File: src/rtl/pc_sequencer.sv
// Program-counter sequencer with a hardware return-address stack.
// Handles increment, skip, jump, call/return and stall, with sticky stack-error flags.
module pc_sequencer #(
  parameter int unsigned           ADDR_WIDTH   = 8,
  parameter int unsigned           STACK_DEPTH  = 4,
  parameter logic [ADDR_WIDTH-1:0] RESET_VECTOR = '0
) (
  input  logic                               Clk,
  input  logic                               Reset,
  input  logic                               resetPC,
  input  logic                               i_stall,
  input  logic                               i_jump_valid,
  input  logic                               i_call_valid,
  input  logic                               i_ret_valid,
  input  logic                               i_skip,
  input  logic [ADDR_WIDTH-1:0]              i_target,
  output logic [ADDR_WIDTH-1:0]              o_pc,
  output logic [$clog2(STACK_DEPTH+1)-1:0]   o_stack_count,
  output logic                               o_overflow,
  output logic                               o_underflow
);

  localparam int unsigned CountWidth = $clog2(STACK_DEPTH + 1);

  logic [ADDR_WIDTH-1:0] pc_q, pc_d;
  logic [CountWidth-1:0] count_q, count_d;
  logic                  overflow_q, overflow_d;
  logic                  underflow_q, underflow_d;
  logic [ADDR_WIDTH-1:0] stack_q [STACK_DEPTH];

  logic [ADDR_WIDTH-1:0] pc_inc;
  logic [ADDR_WIDTH-1:0] pc_skip;
  logic [ADDR_WIDTH-1:0] stack_top;
  logic                  stack_full;
  logic                  stack_empty;
  logic                  push;

  assign pc_inc      = pc_q + ADDR_WIDTH'(1);
  assign pc_skip     = pc_q + ADDR_WIDTH'(2);
  assign stack_full  = (count_q == CountWidth'(STACK_DEPTH));
  assign stack_empty = (count_q == '0);

  // Entry count_q-1 is the most recent return address.
  always_comb begin
    stack_top = '0;
    for (int i = 0; i < STACK_DEPTH; i++) begin
      if (count_q == CountWidth'(i + 1)) begin
        stack_top = stack_q[i];
      end
    end
  end

  // Request arbitration: resetPC > stall > ret > call > jump > skip > increment.
  always_comb begin
    pc_d        = pc_q;
    count_d     = count_q;
    overflow_d  = overflow_q;
    underflow_d = underflow_q;
    push        = 1'b0;

    if (resetPC) begin
      pc_d    = RESET_VECTOR;
      count_d = '0;
    end else if (i_stall) begin
      pc_d = pc_q;
    end else if (i_ret_valid) begin
      if (stack_empty) begin
        underflow_d = 1'b1;
        pc_d        = pc_inc;
      end else begin
        pc_d    = stack_top;
        count_d = count_q - CountWidth'(1);
      end
    end else if (i_call_valid) begin
      pc_d = i_target;
      if (stack_full) begin
        overflow_d = 1'b1;
      end else begin
        push    = 1'b1;
        count_d = count_q + CountWidth'(1);
      end
    end else if (i_jump_valid) begin
      pc_d = i_target;
    end else if (i_skip) begin
      pc_d = pc_skip;
    end else begin
      pc_d = pc_inc;
    end
  end

  always_ff @(posedge Clk) begin
    if (Reset) begin
      pc_q        <= RESET_VECTOR;
      count_q     <= '0;
      overflow_q  <= 1'b0;
      underflow_q <= 1'b0;
    end else begin
      pc_q        <= pc_d;
      count_q     <= count_d;
      overflow_q  <= overflow_d;
      underflow_q <= underflow_d;
    end
  end

  // Stack storage needs no reset; the count marks which entries are valid.
  always_ff @(posedge Clk) begin
    for (int i = 0; i < STACK_DEPTH; i++) begin
      if (!Reset && push && (count_q == CountWidth'(i))) begin
        stack_q[i] <= pc_inc;
      end
    end
  end

  assign o_pc          = pc_q;
  assign o_stack_count = count_q;
  assign o_overflow    = overflow_q;
  assign o_underflow   = underflow_q;

endmodule

File: config.mk
export PLATFORM = sky130hd
export DESIGN_NAME = pc_sequencer
export DESIGN_NICKNAME = d
export VERILOG_FILES = /design/src/rtl/pc_sequencer.sv
export SDC_FILE = /design/constraint.sdc
export NUM_CORES = 1
export LEC_CHECK = 0
export ABC_AREA = 1
export BUFFER_PORTS_ARGS = -buffer_cell sky130_fd_sc_hd__clkbuf_2
export CORE_MARGIN = 3
export CORE_UTILIZATION = 58
export DETAILED_ROUTE_END_ITERATION = 8
export MAX_ROUTING_LAYER = met4
export PLACE_DENSITY_LB_ADDON = 0.15
export SLEW_MARGIN = 20
export SYNTH_ARGS = -nofsm -noshare
export SYNTH_HDL_FRONTEND = slang
export SYNTH_SLANG_ARGS = --single-unit
File: constraint.sdc
create_clock -name Clk -period 2.6 [get_ports Clk]
set_input_delay 0.39 -clock Clk [delete_from_list [all_inputs] [get_ports Clk]]
set_output_delay 0.39 -clock Clk [all_outputs]
set_load 0.005 [all_outputs]
==> Yosys cells after proc, flatten, opt, wreduce, memory -nomap -nowiden <==
Memory sizes are Yosys's and may differ from the RTL's.
Index checks and enable logic that the tools add are counted.
{ "totals": {"mem_bits_rw": 32, "mem_count": 1, "output_inout_bits": 13, "inputBits": 16, "elab_cells": 68, "regBits": 13} }
{ "memory_table": {"columns": ["memory", "depth", "word_bits", "read_ports", "rd_ports_with_merged_regs", "wr", "line_no", "text"], "rows": [
  ["stack_q", 4, 8, 4, 0, 1, "29", "logic [ADDR_WIDTH-1:0] stack_q [STACK_DEPTH];"]
]} }
{ "classes": {"muxes": 35, "reduce_logical": 15, "n_bitwise": 3, "eq_ne": 6, "n_addsub": 4} }
{ "op_table": {"columns": ["op", "count"], "rows": [
  ["$mux 8", 12],
  ["$reduce_or 8->1", 3],
  ["$mux 1", 16],
  ["$mux 3", 4],
  ["$add 8x1->8 const B", 1],
  ["$add 8x2->8 const B", 1],
  ["$reduce_and 4->1", 2],
  ["$eq 3x2->1 const B", 2],
  ["$mux 2", 3],
  ["$logic_and 1x1->1", 5],
  ["$reduce_and 5->1", 1],
  ["$ne 2x2->1 const B", 2],
  ["$add 3x1->3 const B", 1],
  ["$eq 3x1->1 const B", 1],
  ["$eq 3x3->1 const B", 1],
  ["$logic_not 3->1", 1],
  ["$not 1->1", 3],
  ["$sub 3x1->3 const B", 1],
  ["$reduce_bool 2->1", 1],
  ["$reduce_or 2->1", 1],
  ["$logic_not 1->1", 1]
]} }

==> Longest topological paths before layout <==
Gate-level depths: netlist of run 1.
{ "depth": {"depth_word": 14, "ltp_mapped": 14, "depth_no_buf": 13} }

==> Worst setup path before layout of run 1 <==
OpenSTA, ideal clock, no wires.
{ "synth_timing": {"path_type": "reg2reg", "from": "reg count_q[0], in the netlist o_stack_count[0]", "to": "mem stack_q[2][0] (enable)", "stages_incl_launch_ff": 8, "period_less_slack_ns": 2.163, "setup_time_ns": 0.383, "required_ns": 2.217, "setup_slack_ns": 0.437, "arrival_time_ns": 1.780, "path_buffers": 0, "cell_sequence": "dfxtp_1 > inv_1 > ha_1 > nand2_1 > clkinv_1 > nor2_1 > nand2_1 > nor3_1"} }
{ "synth_via": {"elab_chain_cells": 14, "elab_cells_between_ends": 32, "classes_between": "eq/ne: 4; mux: 19; reduce/logical: 9"} }
{ "synth_lines": {"columns": ["item", "line_no", "text"], "rows": [
  ["start, declared", "26", "logic [CountWidth-1:0] count_q, count_d;"],
  ["start signal, assigned", "99", "count_q <= count_d;"],
  ["$eq 3x3->1", "40", "assign stack_full = (count_q == CountWidth'(STACK_DEPTH));"],
  ["$mux 1", "76", "if (stack_full) begin"],
  ["$mux 1", "74", "end else if (i_call_valid) begin"],
  ["$mux 1", "66", "end else if (i_ret_valid) begin"],
  ["$mux 1", "64", "end else if (i_stall) begin"],
  ["$mux 1", "61", "if (resetPC) begin"],
  ["$logic_and 1x1->1 (2 in a row)", "108", "if (!Reset && push && (count_q == CountWidth'(i))) begin"],
  ["$mux 1", "108", null],
  ["$mux 1 (not written as such)", "109", "stack_q[i] <= pc_inc;"],
  ["$reduce_or 8->1 (no source line)", null, null],
  ["$mux 2 (no source line) or $mux 1 (tied branches) (3 in a row)", null, null],
  ["end, declared", "29", null]
]} }
Several ways; a longest one is shown, not always the timed one.

==> Worst setup path in the final report of run 1 <==
{ "layout_timing": {"from": "reg count_q[0], in the netlist o_stack_count[0]", "to": "mem stack_q[1][3] (enable)"} }
The elaborated chain is that of the path after synthesis.

==> results.json, run 1 <==
{
  "cp_slowest_cell": "dfxtp_1",
  "leakage_nw": 1.14,
  "cp-start-kind": "flip-flop",
  "dr.pass1.iters": 5,
  "syn_area_um2": 2440,
  "ys_seq_area_share_pct": 50.1,
  "grt_use_total_pct": 25.8,
  "synth_fp_nets": 306,
  "cts-hold-fix-buffers": 0,
  "post-route-period-util_pct": 84.4,
  "io_pins": 29,
  "p_int_mw": 1.13,
  "maxSlewHeadroom_pct": 56.3,
  "hold_path_end": "o_overflow",
  "ant_nets": 0,
  "worst_slack_ns": 0.407,
  "setup_tns_ns": 0,
  "rsz0062_at_grt": "no",
  "netlist.area_leader.share_pct": 39.4,
  "grt_first_pass_wirelength_um": 9610,
  "p_seq_share_pct": 52.3,
  "avgSynthCellArea_um2": 8.64,
  "switching_share_pct": 25.2,
  "synth_edf_count": 32,
  "initial_utilization_pct": 63.2,
  "status": "completed",
  "min_from": "Reset",
  "hold_path.class": "in -> reg",
  "antennaDiodeCount": 0,
  "hpwlAfterDp_um": 4260,
  "synth.distinct_cells": 32,
  "pwr-share-comb_pct": 10.8,
  "setup_viol_count_final": 0,
  "ir_drop_mv": 0.391,
  "required_ns": 2.63,
  "clockPowerShare_pct": 36.9,
  "synth-seq-cells": 45,
  "drc": 0,
  "netlist_instances": 282,
  "clk_latency_ns": 0.31,
  "max_stage_delay_ns": 0.38,
  "worstRegToRegCells": 8,
  "synth_top_cells_by_count": "nand2_1 (64), nor2_1 (33), edfxtp_1 (32), nand3_1 (27), o21ai_0 (21)",
  "grt_max_degree": 18,
  "fin_skew_ns": 0.00660,
  "place_congestion": 0.906,
  "avgViaCountPerCell": 5.70,
  "coreArea_um2": 3850,
  "hold_depth": 2,
  "drive_above_1_share_pct": 17.8,
  "min_period_ns": 2.19,
  "htree_levels": 2,
  "die_h_um": 70.8,
  "slew_viol_final": 0,
  "crit_path_max_fanout": 12,
  "ys_warn_count": 0,
  "routedWlPerCell_um": 16.1,
  "worst-setup-path-type": "reg -> reg",
  "die_x_um": 70.8,
  "crit_path_end_kind": "flip-flop",
  "crit-reg2reg-launch": "o_stack_count[0]",
  "ys.flop_type": "edfxtp_1",
  "syn_to_final_growth_pct": 12.6,
  "cts_repair_resize_count": 0,
  "final_nets": 338,
  "core.rowCount": 22,
  "worstMarginPinSlew_ns": 0.654,
  "switching_power_mw": 0.380,
  "yosys.area.top_type": "edfxtp_1",
  "worst_r2r_endpoint": "stack_q[1][3]",
  "root_buffer": "clkbuf_8",
  "yosysMostFrequentCell": "nand2_1",
  "power_density_nw_per_um2": 549,
  "max_freq_mhz": 456,
  "dieArea_um2": 5010,
  "cts_tree": "done",
  "drt_iter0_drc": 232,
  "first_global_vias": 1898,
  "clkSinkCount": 45,
  "reg2reg_slack_ns": 0.41,
  "grt_overflow": 0,
  "clk_pin_slew_ns": 0.09,
  "cts_setup_buffers": 0,
  "num_vias": 2068,
  "wl_um": 5840,
  "synth_area_leaders": "edfxtp_1 (39%), dfxtp_1 (11%), nand2_1 (9.9%)",
  "cap_violations": 0,
  "cts_buffers": 5,
  "cp_cell_sequence": "inv_1 -> ha_1 -> nand2_1 -> clkinv_1 -> nor2_1 -> nand2_1 -> nor2_1 -> buf_4",
  "io_buffers": 28,
  "hold_viol_final": 0,
  "cts_buffer_depth": 2,
  "arrival_ns": 2.22,
  "pre_cts_ws_ns": 0.450,
  "async_flop_share_pct": 0,
  "grt_antenna_before_repair": 0
}
==> sequential cells by signal, indices dropped and copies added, names as in the netlist <==
| register | count |
|---|---|
| o_pc | 8 |
| o_underflow | 1 |
| o_stack_count | 3 |
| stack_q | 32 |
| o_overflow | 1 |
==> layout make-up <==
cell class	instances	area, µm²
fillers	325	1110
clock buffers	5	68.8
repair buffers	35	193
well taps	48	60.1
flip-flops and latches	45	1220
inverters	25	93.8
clock inverters	3	47.5
multi-input cells	202	1060
==> layout by cell type (no fill, tap or decap), types with 2 or more instances in the layout <==
cell type  count
a21oi_1       19
clkbuf_2      28
nor2_4         2
xnor2_1        3
inv_6          2
clkbuf_8       5
o21ai_0       21
inv_2          4
nor2_1        33
dfxtp_1       13
o21ai_1        3
inv_1         18
buf_4          7
ha_1           8
xor2_1         8
nand3_1       27
edfxtp_1      32
nand2_1       64
o211ai_1       2
clkinv_1       3
==> cells by family (layout without fill, tap and decap cells) <==
family	count (synthesis)	count (layout)	share of synthesized area (%)
and+or+nand+nor	132	132	23.7
AOI/OAI and AO/OA	50	50	11.0
DFF	45	45	50.1
buffers and inverters	35	68	6.42
xor gates and xnor gates	12	12	4.62
adders and majority gates	8	8	4.11
==> how the worst max path moves through the flow <==
stage,startpoint,endpoint,slack (ns),depth (start not counted)
floorplan,o_stack_count[0],stack_q[2][0],0.44,7
global placement,o_stack_count[1],stack_q[1][1],0.55,8
detailed placement,o_stack_count[0],stack_q[1][2],0.45,8
CTS,o_stack_count[0],stack_q[1][2],0.43,8
global route,o_stack_count[0],stack_q[1][2],0.18,8
finish,o_stack_count[0],stack_q[1][3],0.41,8
==> worst max-delay path: cells and delay by family (launching register included) <==
kind	cells	cell delay (ns)
flip-flops	1	0.38
adder cells (fa/ha/maj)	1	0.36
buffers and inverters	3	0.56
AND/OR/NAND/NOR	4	0.60
==> power by group through the flow <==
stage	sequential [mW]	clock (mW)	combinational, mW
final	0.788	0.556	0.163
after global routing	0.789	0.590	0.183
after CTS	0.787	0.555	0.161
after detailed placement	0.804	0	0.160
after global placement	0.804	0	0.159
after floorplan	0.800	0	0.110
==> metal layers <==
layer	track usage, %	vias to the layer above	share of wire (%)
met5	-	-	0
met4	9.19	0	2.2
met3	6.39	13	8.5
met2	35.5	99	43
met1	36.9	947	46
li1	-	1009	-
==> metrics by stage <==
| step | instances | util [%] | power [mW] | hold slack [ns] | cell area [µm²] |
|---|---|---|---|---|---|
| floorplan | 282 | - | 0.910 | 0.441 | 2440 |
| global placement | 355 | 68.1 | 0.963 | 0.442 | 2630 |
| detailed placement | 355 | 68.1 | 0.964 | 0.445 | 2630 |
| CTS | 363 | 71.2 | 1.50 | 0.297 | 2740 |
| global route | 363 | 71.2 | 1.56 | 0.302 | 2740 |
| finish | 363 | 71.2 | 1.51 | 0.300 | 2740 |
(Power assumes the default switching activity.)
==> inputs of run 2 (changes only) <==
ABC_AREA = 0   (was 1)
CORE_UTILIZATION = 52   (was 58)
clock period = 1.95 ns   (was 2.6 ns; I/O delays follow)
==> run 2 against run 1 <==
Setup slack lost 0.23 ns. Clock skew grew 0.00092 ns. Cell area grew 4.8%. Flip-flop and latch count is the same. Critical endpoint is now o_pc[6]. Routed wire length shrank 3.7%. Clock power grew 21%. Count of clock-buffer cells in the layout grew 1. Critical path depth shrank 1. Die area grew 9.0%. Area after synthesis shrank 1.5%. Utilization shrank 6.1 points. Fmax grew 24%.
==> results.json, run 2 <==
{
  "status": "completed",
  "netlist_instances": 231,
  "ant_nets": 0,
  "worst_r2r_endpoint": "o_pc[6]",
  "root_buffer": "clkbuf_8",
  "maxSlewHeadroom_pct": 65.5,
  "wl_um": 5630,
  "cts_buffer_depth": 2,
  "clk_pin_slew_ns": 0.08,
  "reg2reg_slack_ns": 0.18,
  "grt_use_met2_pct": 36.0,
  "met3_usage_pct": 5.06,
  "worstMarginPinSlew_ns": 0.513,
  "min_period_ns": 1.77,
  "crit_path_max_fanout": 7,
  "power_density_nw_per_um2": 683,
  "hold_depth": 2,
  "worstRegToRegCells": 7,
  "worst-setup-path-type": "reg -> reg",
  "layout_commonest_cell": "edfxtp_1",
  "min_from": "Reset",
  "gr-usage-met1_pct": 31.6,
  "drive_above_1_share_pct": 27.3,
  "grt_first_pass_wirelength_um": 9320,
  "htree_levels": 2,
  "dr.pass1.iters": 4,
  "leakage_nw": 1.07,
  "io_buffers": 28,
  "cp-start-kind": "flip-flop",
  "required_ns": 2.16,
  "cts_tree": "done",
  "synth_top_family_by_area": "compound AO/OA/AOI/OAI gates",
  "crit_path_end_kind": "flip-flop",
  "slew_viol_final": 0,
  "grt_overflow": 0,
  "rsz0062_at_grt": "no",
  "clk_latency_ns": 0.29,
  "drc": 0,
  "synth.distinct_cells": 49,
  "netlist.area_leader.share_pct": 40.1,
  "async_flop_share_pct": 0,
  "io_pins": 29,
  "avgSynthCellArea_um2": 10.4,
  "hold_path.class": "in -> reg",
  "place_congestion": 0.908,
  "crit-reg2reg-launch": "o_stack_count[0]",
  "cts-hold-fix-buffers": 0,
  "first_global_vias": 1847,
  "syn_area_um2": 2400,
  "synth_fp_nets": 255,
  "routedWlPerCell_um": 17.2,
  "coreArea_um2": 4410,
  "fin_skew_ns": 0.00752,
  "die_h_um": 73.9,
  "ys.flop_type": "edfxtp_1",
  "synthXorXnorAreaFrac_pct": 4.38,
  "initial_utilization_pct": 54.3,
  "grt.busiest_layer": "met2",
  "regMostFlops": "stack_q",
  "synth-compound-area-share_pct": 18.0,
  "hpwlAfterDp_um": 4210,
  "clkSinkCount": 45,
  "hold_path_end": "o_underflow",
  "ys_warn_count": 0,
  "cts_buffers": 5,
  "synthAdderAreaFrac_pct": 4.17,
  "post-route-period-util_pct": 90.7,
  "fin_util_pct": 65.1,
  "synth_top_cells_by_count": "edfxtp_1 (32), nor2_1 (19), nand2_1 (18), a21oi_1 (15), dfxtp_1 (13)",
  "arrival_ns": 1.98,
  "antennaDiodeCount": 0,
  "holdWs_ns": 0.198,
  "yosysMostFrequentCell": "edfxtp_1",
  "core.rowCount": 24,
  "syn_to_final_growth_pct": 19.8,
  "synth.area.mux_share_pct": 2.92,
  "hold_viol_final": 0,
  "max_freq_mhz": 565,
  "grt_use_total_pct": 23.6,
  "final_nets": 298,
  "synth-seq-cells": 45,
  "ys_seq_area_share_pct": 50.9,
  "die_x_um": 73.9,
  "cap_violations": 0,
  "largest_reg_flops": 32,
  "num_vias": 1902,
  "ir_drop_mv": 0.502,
  "grt_max_degree": 24,
  "final_cell_mix": "edfxtp_1 (32), clkbuf_2 (28), buf_4 (22), nand2_1 (18), nor2_1 (18)",
  "avgViaCountPerCell": 5.82,
  "grt_antenna_before_repair": 0,
  "yosys.area.top_type": "edfxtp_1",
  "drt_iter0_drc": 150,
  "fillers": 367,
  "dieArea_um2": 5460,
  "synth_simple_gate_area_share_pct": 14.4,
  "synth_area_leaders": "edfxtp_1 (40%), dfxtp_1 (11%), ha_1 (4.2%)",
  "synth_edf_count": 32,
  "setup_viol_count_final": 0
}
-- run 2: cell count changes after synthesis, sizes merged, moves of 7 or more --
cell,previous run,this run
mux2i,0,7
inv,22,10
o21ai,24,10
nand3,28,8
nor2,35,19
a22oi,0,7
nand2,66,18
-- run 2: cells by family after synthesis --
logic type / after synthesis
AND/OR/NAND/NOR: 71
flip-flops: 45
XOR/XNOR: 12
AO/OA/AOI/OAI: 62
buffers and inverters: 26
adder cells (fa/ha/maj): 8
multiplexers: 7
-- run 2: layer usage --
metal / share of wire [%] / wire, µm / vias to the layer above
met5: 0 / 0 / -
met4: 1.5 / 87 / 0
met3: 8.1 / 457 / 8
met2: 49 / 2750 / 74
met1: 41 / 2330 / 887
li1: - / - / 933
-- run 2: where the power goes --
group	internal [mW]	total [mW]	leakage, nW	switching, mW
clock network	0.378	0.672	0.0528	0.294
registers	1.03	1.05	0.384	0.0144
logic	0.106	0.244	0.636	0.138
-- run 2: worst max-delay path, stage by stage, from the launching register on --
cell and delay [ns]:
dfxtp_2 0.35, ha_1 0.20, ha_1 0.19, or2_4 0.26
a21boi_0 0.14, o41ai_2 0.22, a21oi_1 0.09, a221oi_2 0.25
-- run 2: layout make-up --
type	instances	area, µm²	share of cell area [%]
clock inverter	2	33.8	1.18
inverter	10	37.5	1.31
sequential	45	1220	42.6
tap	52	65.1	2.26
multi-input combinational	160	1100	38.1
timing repair buffer	52	345	12.0
clock buffer	6	72.6	2.53
-- run 2: through the flow --
stage,worst slack (ns),instances,area (µm²),TNS (ns),power [mW]
5_1_grt,0.0270,327,2870,0,2.05
4_1_cts,0.0586,327,2830,0,1.97
3_5_place_dp,0.120,319,2730,0,1.31
3_3_place_gp,0.129,319,2730,0,1.30
2_1_floorplan,-0.0275,231,2400,-0.0275,1.21
6_report,0.181,327,2870,0,1.96
-- run 2: worst max path at each step --
stage	start	end	slack, ns	depth (start not counted)
after global placement	o_stack_count[0]	o_pc[6]	0.13	7
after global routing	o_stack_count[0]	o_pc[6]	0.03	8
after floorplan	o_stack_count[2]	o_pc[6]	-0.03	10
final	o_stack_count[0]	o_pc[6]	0.18	7
after detailed placement	o_stack_count[0]	o_pc[6]	0.12	7
after CTS	o_stack_count[0]	o_pc[6]	0.06	7
-- run 2: repair_timing --
action | in CTS | in global routing
setup buffers | 0 | 0
gates resized for setup | 0 | 8
endpoints found under the setup margin | 0 | 6
==> inputs of run 3 (changes only) <==
ABC_AREA = 1   (was 0)
CORE_UTILIZATION = 30   (was 52)
PLACE_DENSITY = 0.55   (was default)
PLACE_DENSITY_LB_ADDON = default   (was 0.15)
==> run 3 against run 2 <==
Worst hold slack improved by 0.0071 ns. Utilization fell by 28 points. Sequential share of layout area fell by 0.20 points. Routed wire length rose by 6.3%. Combinational power fell by 3%. Non-clock buffer count fell by 4. Global-route usage fell by 9.4 points. Final cell count rose by 31%. Fmax fell by 1.5%. Flip-flop and latch count did not move. Critical path type unchanged. Critical endpoint is now o_pc[7]. Largest power group unchanged.
==> results.json, run 3 (same netlist as run 1, synthesis figures left out) <==
{
  "grt_use_total_pct": 14.2,
  "fin_skew_ns": 0.00311,
  "hpwlAfterDp_um": 4470,
  "max_stage_delay_ns": 0.34,
  "dr.pass1.iters": 4,
  "regMostFlops": "stack_q",
  "place_congestion": 0.917,
  "arrival_ns": 1.99,
  "hold_path.class": "in -> reg",
  "min_period_ns": 1.80,
  "status": "completed",
  "crit_path_end_kind": "flip-flop",
  "dieArea_um2": 9240,
  "htree_levels": 2,
  "routedWlPerCell_um": 13.9,
  "setup_tns_ns": 0,
  "clk_pin_slew_ns": 0.08,
  "hold_depth": 2,
  "largest_reg_flops": 32,
  "final_cell_mix": "nand2_1 (64), nor2_1 (33), edfxtp_1 (32), clkbuf_2 (28), nand3_1 (27)",
  "max_freq_mhz": 557,
  "post-route-period-util_pct": 92.1,
  "clk_latency_ns": 0.29,
  "die_x_um": 96.1,
  "maxSlewHeadroom_pct": 73.7,
  "power_density_nw_per_um2": 639,
  "cts_buffer_depth": 2,
  "die_h_um": 96.1,
  "critical_path.top_delay_family": "simple AND/OR/NAND/NOR gates",
  "initial_utilization_pct": 31.2,
  "layout_commonest_cell": "nand2_1",
  "worstMarginPinSlew_ns": 0.395,
  "grt_antenna_before_repair": 0,
  "drc": 0,
  "ant_nets": 0,
  "root_buffer": "clkbuf_8",
  "cp.depth": 11,
  "fin_util_pct": 36.9,
  "syn_to_final_growth_pct": 18.3,
  "path_common_cell": "nand2_1",
  "grt_max_degree": 18,
  "grt_first_pass_wirelength_um": 9760,
  "cp-start-kind": "flip-flop",
  "num_vias": 2009,
  "leakage_nw": 1.19,
  "cp_slowest_cell": "dfxtp_1",
  "coreArea_um2": 7810,
  "final_nets": 351,
  "fin_total_pwr_mw": 1.84,
  "hold_viol_final": 0,
  "crit_path_max_fanout": 17,
  "worst-setup-path-type": "reg -> reg",
  "holdWs_ns": 0.206,
  "antennaDiodeCount": 0,
  "grt_overflow": 0,
  "core.rowCount": 32,
  "ir_drop_mv": 0.243,
  "wl_um": 5980,
  "required_ns": 2.14,
  "cap_violations": 0,
  "worstRegToRegCells": 11,
  "drive_above_1_share_pct": 21.0,
  "clkSinkCount": 45,
  "setup_viol_count_final": 0,
  "first_global_vias": 1935,
  "drt_iter0_drc": 92,
  "io_buffers": 28,
  "slew_viol_final": 0,
  "cp_cell_sequence": "ha_1 -> ha_1 -> clkinv_1 -> buf_4 -> nand2_1 -> o21ai_0 -> nand2_1 -> nor2_1 -> nor2_1 -> nand2_1 -> a21oi_2",
  "rsz0062_at_grt": "no",
  "io_pins": 29,
  "cp_num_buf_inv": 2,
  "cts_tree": "done",
  "reg2reg_slack_ns": 0.15,
  "avgViaCountPerCell": 4.67,
  "cts_buffers": 5
}
## run 3: changes by cell type in the layout (fill, tap and decap cells not counted), moves of 10 or more
| cell | change |
|---|---|
| inv_1 | +10 |
| nor2_1 | +15 |
| nand3_1 | +19 |
| o21ai_0 | +11 |
| nand2_1 | +46 |
## run 3: final timing paths
kind	start	to
max	o_stack_count[0]	o_pc[7]
min	Reset	o_overflow
max reg2reg	o_stack_count[0]	o_pc[7]
min reg2reg	o_overflow	o_overflow
## run 3: worst reg2reg max path, cell delays in order, from the launching register on
cell	delay [ns]
dfxtp_1	0.34
ha_1	0.20
ha_1	0.18
clkinv_1	0.04
buf_4	0.21
nand2_1	0.07
o21ai_0	0.28
nand2_1	0.10
nor2_1	0.11
nor2_1	0.05
nand2_1	0.07
a21oi_2	0.05
## run 3: where the power goes
group          internal (mW)  switching [mW]
registers               1.03          0.0126
logic                 0.0903           0.147
clock network          0.249           0.311
## run 3: timing repair
item,in CTS,in global routing
hold buffers,0,0
endpoints found under the setup margin,0,2
gates resized for setup,0,2
buffers inserted,0,0
## run 3: metal layers
metal	global-route usage (%)	wire [µm]
met1	20.3	2980
met2	20.6	2680
met3	2.81	235
met4	3.55	76
met5	-	0
## run 3: per-stage QoR
| stage | std cells | instance area (µm²) | setup WS [ns] |
|---|---|---|---|
| 2_1_floorplan | 282 | 2440 | 0.0148 |
| 3_3_place_gp | 422 | 2800 | 0.177 |
| 3_5_place_dp | 422 | 2800 | 0.185 |
| 4_1_cts | 430 | 2880 | 0.168 |
| 5_1_grt | 430 | 2880 | 0.00835 |
| 6_report | 430 | 2880 | 0.153 |
## run 3: final cells by class
type                    instances  area, µm²
clock inverters                 2       10.0
repair buffers                 48        290
fillers                       792       4930
flip-flops and latches         45       1220
clock buffers                   6       72.6
inverters                      25       96.3
multi-input cells             202       1060
well taps                     102        128
